**config.mk**
```make
export PLATFORM = sky130hd
export DESIGN_NAME = narnet_weight_loader
export DESIGN_NICKNAME = d
export VERILOG_FILES = /design/src/rtl/narnet_pkg.sv /design/src/rtl/narnet_weight_loader.sv
export SDC_FILE = /design/constraint.sdc
export NUM_CORES = 1
export LEC_CHECK = 0
export BUFFER_PORTS_ARGS = -buffer_cell sky130_fd_sc_hd__buf_2
export CAP_MARGIN = 30
export CELL_PAD_IN_SITES_DETAIL_PLACEMENT = 2
export CELL_PAD_IN_SITES_GLOBAL_PLACEMENT = 2
export CORE_ASPECT_RATIO = 2
export CORE_MARGIN = 4
export CORE_UTILIZATION = 30
export DETAILED_ROUTE_END_ITERATION = 7
export GPL_ROUTABILITY_DRIVEN = 0
export GPL_TIMING_DRIVEN = 0
export MAX_ROUTING_LAYER = met4
export PLACE_DENSITY = 0.76
export SLEW_MARGIN = 20
export SYNTH_ARGS = -nofsm -noshare
export SYNTH_HDL_FRONTEND = slang
export SYNTH_SLANG_ARGS = --single-unit
```
**constraint.sdc**
```tcl
create_clock -name i_clk -period 3.85 [get_ports i_clk]
set_input_delay 0.77 -clock i_clk [delete_from_list [all_inputs] [get_ports i_clk]]
set_output_delay 0.77 -clock i_clk [all_outputs]
set_load 0.05 [all_outputs]
```
**src/rtl/narnet_pkg.sv**
```systemverilog
// Shared constants, wr_sel encoding and FSM state type for the NAR net loader.
// NARNET_LOADER_CHECKSUM_EN adds the LD_CHK state.
package narnet_pkg;
  localparam int N    = 5;
  localparam int TAPS = 16;
  localparam int DW   = 8;
  localparam int RW   = 3;
  localparam int CW   = 4;

  localparam int NUM_PARAMS = 2 * N + N * TAPS + 1;

  localparam logic [1:0] SEL_B1 = 2'd0;
  localparam logic [1:0] SEL_W1 = 2'd1;
  localparam logic [1:0] SEL_B2 = 2'd2;
  localparam logic [1:0] SEL_W2 = 2'd3;

  localparam logic [RW-1:0] ROW_LAST = RW'(N - 1);
  localparam logic [CW-1:0] COL_LAST = CW'(TAPS - 1);

`ifdef NARNET_LOADER_CHECKSUM_EN
  typedef enum logic [2:0] {
    IDLE, LD_B1, LD_W1, LD_B2, LD_W2, LD_CHK, DONE
  } state_t;
`else
  typedef enum logic [2:0] {
    IDLE, LD_B1, LD_W1, LD_B2, LD_W2, DONE
  } state_t;
`endif
endpackage

```
**src/rtl/narnet_weight_loader.sv**
```systemverilog
// Streams bytes (b1, w1 row-major, b2, w2) into NAR net parameter registers.
// Ports: i_clk, i_rst (sync, active-low), i_start, i_s_valid/o_s_ready/i_s_data
// stream in; o_wr_en/sel/row/col/data write bus; o_busy, o_done, o_err status.
// NARNET_LOADER_CHECKSUM_EN: trailing XOR checksum byte drives o_err.
module narnet_weight_loader
  import narnet_pkg::*;
(
  input  logic          i_clk,
  input  logic          i_rst,
  input  logic          i_start,
  input  logic          i_s_valid,
  output logic          o_s_ready,
  input  logic [DW-1:0] i_s_data,
  output logic          o_wr_en,
  output logic [1:0]    o_wr_sel,
  output logic [RW-1:0] o_wr_row,
  output logic [CW-1:0] o_wr_col,
  output logic [DW-1:0] o_wr_data,
  output logic          o_busy,
  output logic          o_done,
  output logic          o_err
);
  state_t        r_state;
  logic [RW-1:0] r_row;
  logic [CW-1:0] r_col;
  logic          r_ready;
  logic          r_busy;
  logic          r_done;
  logic          r_wr_en;
  logic [1:0]    r_wr_sel;
  logic [RW-1:0] r_wr_row;
  logic [CW-1:0] r_wr_col;
  logic [DW-1:0] r_wr_data;
  logic          w_acc;
  logic          w_param;
  logic [1:0]    w_sel;

  assign w_acc = i_s_valid && r_ready;

`ifdef NARNET_LOADER_CHECKSUM_EN
  logic [DW-1:0] r_xor;
  logic          r_err;
  // The checksum byte is consumed but never written.
  assign w_param = w_acc && (r_state != LD_CHK);
  assign o_err   = r_err;
`else
  assign w_param = w_acc;
  assign o_err   = 1'b0;
`endif

  always_comb begin
    w_sel = SEL_B1;
    unique case (r_state)
      LD_W1:   w_sel = SEL_W1;
      LD_B2:   w_sel = SEL_B2;
      LD_W2:   w_sel = SEL_W2;
      default: w_sel = SEL_B1;
    endcase
  end

  always_ff @(posedge i_clk) begin
    if (!i_rst) begin
      r_state   <= IDLE;
      r_row     <= '0;
      r_col     <= '0;
      r_ready   <= 1'b0;
      r_busy    <= 1'b0;
      r_done    <= 1'b0;
      r_wr_en   <= 1'b0;
      r_wr_sel  <= '0;
      r_wr_row  <= '0;
      r_wr_col  <= '0;
      r_wr_data <= '0;
`ifdef NARNET_LOADER_CHECKSUM_EN
      r_xor     <= '0;
      r_err     <= 1'b0;
`endif
    end else begin
      r_wr_en <= 1'b0;
      // Counters sit at 0 outside their stage, so row/col are always valid.
      if (w_param) begin
        r_wr_en   <= 1'b1;
        r_wr_sel  <= w_sel;
        r_wr_row  <= r_row;
        r_wr_col  <= r_col;
        r_wr_data <= i_s_data;
`ifdef NARNET_LOADER_CHECKSUM_EN
        r_xor     <= r_xor ^ i_s_data;
`endif
      end
      unique case (r_state)
        IDLE, DONE: begin
          if (i_start) begin
            r_state <= LD_B1;
            r_ready <= 1'b1;
            r_busy  <= 1'b1;
            r_done  <= 1'b0;
            r_row   <= '0;
            r_col   <= '0;
`ifdef NARNET_LOADER_CHECKSUM_EN
            r_xor   <= '0;
            r_err   <= 1'b0;
`endif
          end
        end
        LD_B1: begin
          if (w_acc) begin
            if (r_row == ROW_LAST) begin
              r_row   <= '0;
              r_state <= LD_W1;
            end else begin
              r_row <= r_row + 1'b1;
            end
          end
        end
        LD_W1: begin
          if (w_acc) begin
            if (r_col == COL_LAST) begin
              r_col <= '0;
              if (r_row == ROW_LAST) begin
                r_row   <= '0;
                r_state <= LD_B2;
              end else begin
                r_row <= r_row + 1'b1;
              end
            end else begin
              r_col <= r_col + 1'b1;
            end
          end
        end
        LD_B2: begin
          if (w_acc) r_state <= LD_W2;
        end
        LD_W2: begin
          if (w_acc) begin
            if (r_row == ROW_LAST) begin
              r_row <= '0;
`ifdef NARNET_LOADER_CHECKSUM_EN
              r_state <= LD_CHK;
`else
              r_state <= DONE;
              r_ready <= 1'b0;
              r_busy  <= 1'b0;
              r_done  <= 1'b1;
`endif
            end else begin
              r_row <= r_row + 1'b1;
            end
          end
        end
`ifdef NARNET_LOADER_CHECKSUM_EN
        LD_CHK: begin
          if (w_acc) begin
            r_err   <= (i_s_data != r_xor);
            r_state <= DONE;
            r_ready <= 1'b0;
            r_busy  <= 1'b0;
            r_done  <= 1'b1;
          end
        end
`endif
        default: begin
          r_state <= IDLE;
          r_ready <= 1'b0;
          r_busy  <= 1'b0;
        end
      endcase
    end
  end

  assign o_s_ready = r_ready;
  assign o_busy    = r_busy;
  assign o_done    = r_done;
  assign o_wr_en   = r_wr_en;
  assign o_wr_sel  = r_wr_sel;
  assign o_wr_row  = r_wr_row;
  assign o_wr_col  = r_wr_col;
  assign o_wr_data = r_wr_data;
endmodule

```
# Word level (Yosys, flattened, before mapping)

Index checks and enable logic that the tools add are counted.
Widths: inputs -> output; s select.

Register bits after elaboration: 30
Bits of input ports: 12
Output and inout port bits: 22
Word-level logic and storage cells: 73

$add $sub $neg: 2
Eq/ne operators: 17
Muxes and demuxes: 30
Bitwise logic cells: 1
Reduce and logical (&&, ||, !) cells: 13

Operators by type and width:

| kind                | count |
|---|---|
| $mux 3              | 14 |
| $ne 2x2->1 const B  | 9 |
| $pmux 3 s5          | 1 |
| $mux 4              | 3 |
| $eq 3x3->1 const B  | 3 |
| $pmux 3 s3          | 1 |
| $reduce_and 9->1    | 1 |
| $pmux 4 s2          | 1 |
| $reduce_and 4->1    | 2 |
| $mux 1              | 7 |
| $eq 3x2->1 const B  | 2 |
| $pmux 2 s3          | 1 |
| $reduce_and 5->1    | 1 |
| $add 4x1->4 const B | 1 |
| $eq 4x4->1 const B  | 1 |
| $reduce_bool 2->1   | 2 |
| $reduce_or 2->1     | 2 |
| $add 3x1->3 const B | 1 |
| $eq 3x1->1 const B  | 1 |
| $logic_not 3->1     | 1 |
| $pmux 1 s3          | 1 |
| $reduce_and 3->1    | 1 |
| $reduce_bool 3->1   | 1 |
| $reduce_or 3->1     | 1 |
| 4 further kinds     | 4 |

# Longest topological paths before layout

Depth in word-level cells: 5
Depth in mapped cells: 6
Depth with buffers taken out: 6

# Worst setup path before layout

OpenSTA, ideal clock, no wires.

Path type: reg-to-output
From: register o_busy (netlist name)
To: output port o_s_ready
Arrival: 1,027 ps
Required time: 3,080 ps
Path slack: 2,053 ps
Cell stages (with the launch flop): 2
Buffers on the path: 1
Path through: dfxtp_1 buf_4

RTL lines:

| what          | line                       | source |
|---|---|---|
| end, declared | narnet_weight_loader.sv:12 | `output logic o_s_ready,` |

==> results.yml <==
detailed_routing:
  drtIter0Drc: 15
  drt-vias-per-instance: 5.48
  drcViolationCount: 0
  ant_nets: 0
  wl_per_cell_um: 18.1
  vias: 1508
  route.final.wire_length_um: 4970
  drt_pre_antenna_iters: 3
flow_run:
  cap_violations: 0
placed_design:
  io_buffers: 32
  placed_cell_area_sq_um: 1660
  placed_cells: 267
  dpl_worst_slack_ns: 1.75
  dp_hpwl_um: 3880
setup_path:
  cpLargestDelayFamily: "flip-flops"
  critPathRequiredTime_ns: 3.08
  cp_max_fo: 10
  cp.depth: 2
  worstSetupEndpointType: "primary output"
  r2r_cells: 5
  worst_setup_path_start_kind: "register"
  rrSetupSlack_ns: 1.97
  cpPeakStageDelay_ns: 0.50
  path_cells: "buf_4 -> buf_2"
  path_class: "register to primary output"
  slowest_stage: "dfxtp_1"
  arrival_ns: 1.20
  path_buf_inv: 2
logic_synthesis:
  synthTopCellsByArea: "dfxtp_1, a21oi_1, nand2_1"
  synthCells: 180
  synth_most_common_cell: "nand2_1"
  ys_types: 46
  avgSynthCellArea_sq_um: 7.97
  synthesis.nets: 195
  synth-edff-count: 0
  yosysTopAreaCell: "dfxtp_1"
  async_reset_ff_frac: 0
  yosysSeqAreaShare: 0.418
  syn_area_sq_um: 1440
  synthFlopType: "dfxtp_1"
  ys_top_cells_by_count: "nand2_1, dfxtp_1, a21oi_1, nand3_1, nor2_1"
  yosysWarningCount: 0
  synth-seq-cells: 30
  yosysTopAreaCellShare: 0.418
die:
  die_area_sq_um: 6020
  pin_count: 34
  start_util: 0.309
  die_w_um: 56.9
  core_area_sq_um: 4640
  die_h_um: 106
  num_rows: 35
timing:
  tns_ns: 0
  finClkSkew_ns: 0.00486
  rsz0062_at_grt: "false"
  setup_slack_ns: 1.88
  fin_crit_ns: 1.97
  slew_headroom: 0.617
  max_freq_mhz: 508
  setup_viol: 0
  fin_crit_sh: 0.511
  worst_pin_slew_ns: 0.574
  hold_viol: 0
  slew_violations: 0
clock_network:
  postCtsSetupBuffers: 0
  cts_tree: "yes"
  cts.sinks: 30
  worstSkewPairLatency_ns: 0.29
  numCtsBuffers: 5
  cts-resized-gates: 0
  h-tree-depth: 2
  ctsHoldBuffers: 0
  clk_pin_slew_worst_paths_ns: 0.07
  clock_path_buffers: 2
  root_buffer: "clkbuf_8"
power_and_ir_drop:
  peakVddDrop_v: 0.000227
  p_per_area_nw_per_um2: 398
  power_leakage_nw: 0.708
outcome:
  status: "finished, final reports clean"
finish:
  utilization: 0.379
  synthToLayoutAreaGrowth_pct: 22.6
  drive_gt1_frac: 0.227
  layout.nets: 234
  fin_area_sq_um: 1760
  final_cells: 275
  n_fill_cell: 587
  num_antenna_cells: 0
grt:
  antenna_found_initial: 0
  grt_overflow: 0
  gr-usage-all-layers: 0.182
  grt_pass1_vias: 1729
  grt_pass1_wl_um: 8270
  grt_max_degree: 11
worst_hold_path:
  hold_class: "register to register"
  min_delay_path_depth: 2
==> stage by stage <==
| step | power, mW | hold WS, ns |
|---|---|---|
| global route | 0.726 | 0.484 |
| global placement | 0.429 | 0.441 |
| floorplan | 0.402 | 0.450 |
| detailed placement | 0.434 | 0.457 |
| CTS | 0.709 | 0.466 |
| finish | 0.700 | 0.458 |
==> cell type report <==
class	count	area [sq um]	share of cell area
well taps	55	68.8	0.0391
flip-flops and latches	30	601	0.341
clock buffers	6	82.6	0.0469
multi-input cells	131	743	0.422
repair buffers	32	160	0.0910
clock inverters	2	12.5	0.00711
plain buffers	13	68.8	0.0391
inverters	6	22.5	0.0128
==> state kept, by name, indices dropped and copies added (netlist names) <==
| signal | cells |
|---|---|
| o_wr_sel | 2 |
| o_wr_col | 4 |
| r_col | 4 |
| o_wr_en | 1 |
| o_wr_row | 3 |
| o_busy | 1 |
| r_state | 3 |
| o_wr_data | 8 |
| r_row | 3 |
| o_done | 1 |
==> cell families after synthesis <==
kind of cell	count (synthesis)	share of synthesized area
XOR/XNOR	2	0.0122
other	1	0.00261
adder cells (fa/ha/maj)	3	0.0262
multiplexers	3	0.0227
AO/OA/AOI/OAI	50	0.214
flip-flops	30	0.418
AND/OR/NAND/NOR	72	0.241
buffers and inverters	19	0.0636
==> report_power, final <==
group / internal (mW) / total [mW] / switching [mW]
registers: 0.318 / 0.325 / 0.00608
clock network: 0.144 / 0.273 / 0.130
logic: 0.0285 / 0.102 / 0.0735
==> worst paths after layout <==
kind,from,endpoint
min reg2reg,o_wr_data[7],o_wr_data[7]
max,o_busy,o_s_ready
min,o_wr_data[7],o_wr_data[7]
max reg2reg,r_state[2],r_row[2]
==> layer usage <==
layer	up-vias	track usage	share of wire
met2	34	0.343	0.59
met4	0	0.0912	0.031
met5	-	-	0
met1	754	0.165	0.35
met3	14	0.0331	0.030
li1	706	-	-
==> layout by cell type, fill, tap and decap left out, drive strengths merged, types with 3 or more instances in the layout <==
cell type  synthesis  final
buf                6     38
inv                6      6
nor3               5      5
ha                 3      3
a21oi             28     28
dfxtp             30     30
nand2b             3      3
clkbuf             7     13
nand3              9      9
o21ai              5      5
nor2               9      9
nand2             34     34
==> worst reg2reg max path: stages (launching register included) <==
cell	delay (ns)
dfxtp_1	0.39
clkbuf_1	0.40
nand2b_1	0.25
o22ai_1	0.42
o2111ai_1	0.19
a21oi_1	0.17
Note: power is estimated with default switching activity, not from simulation.
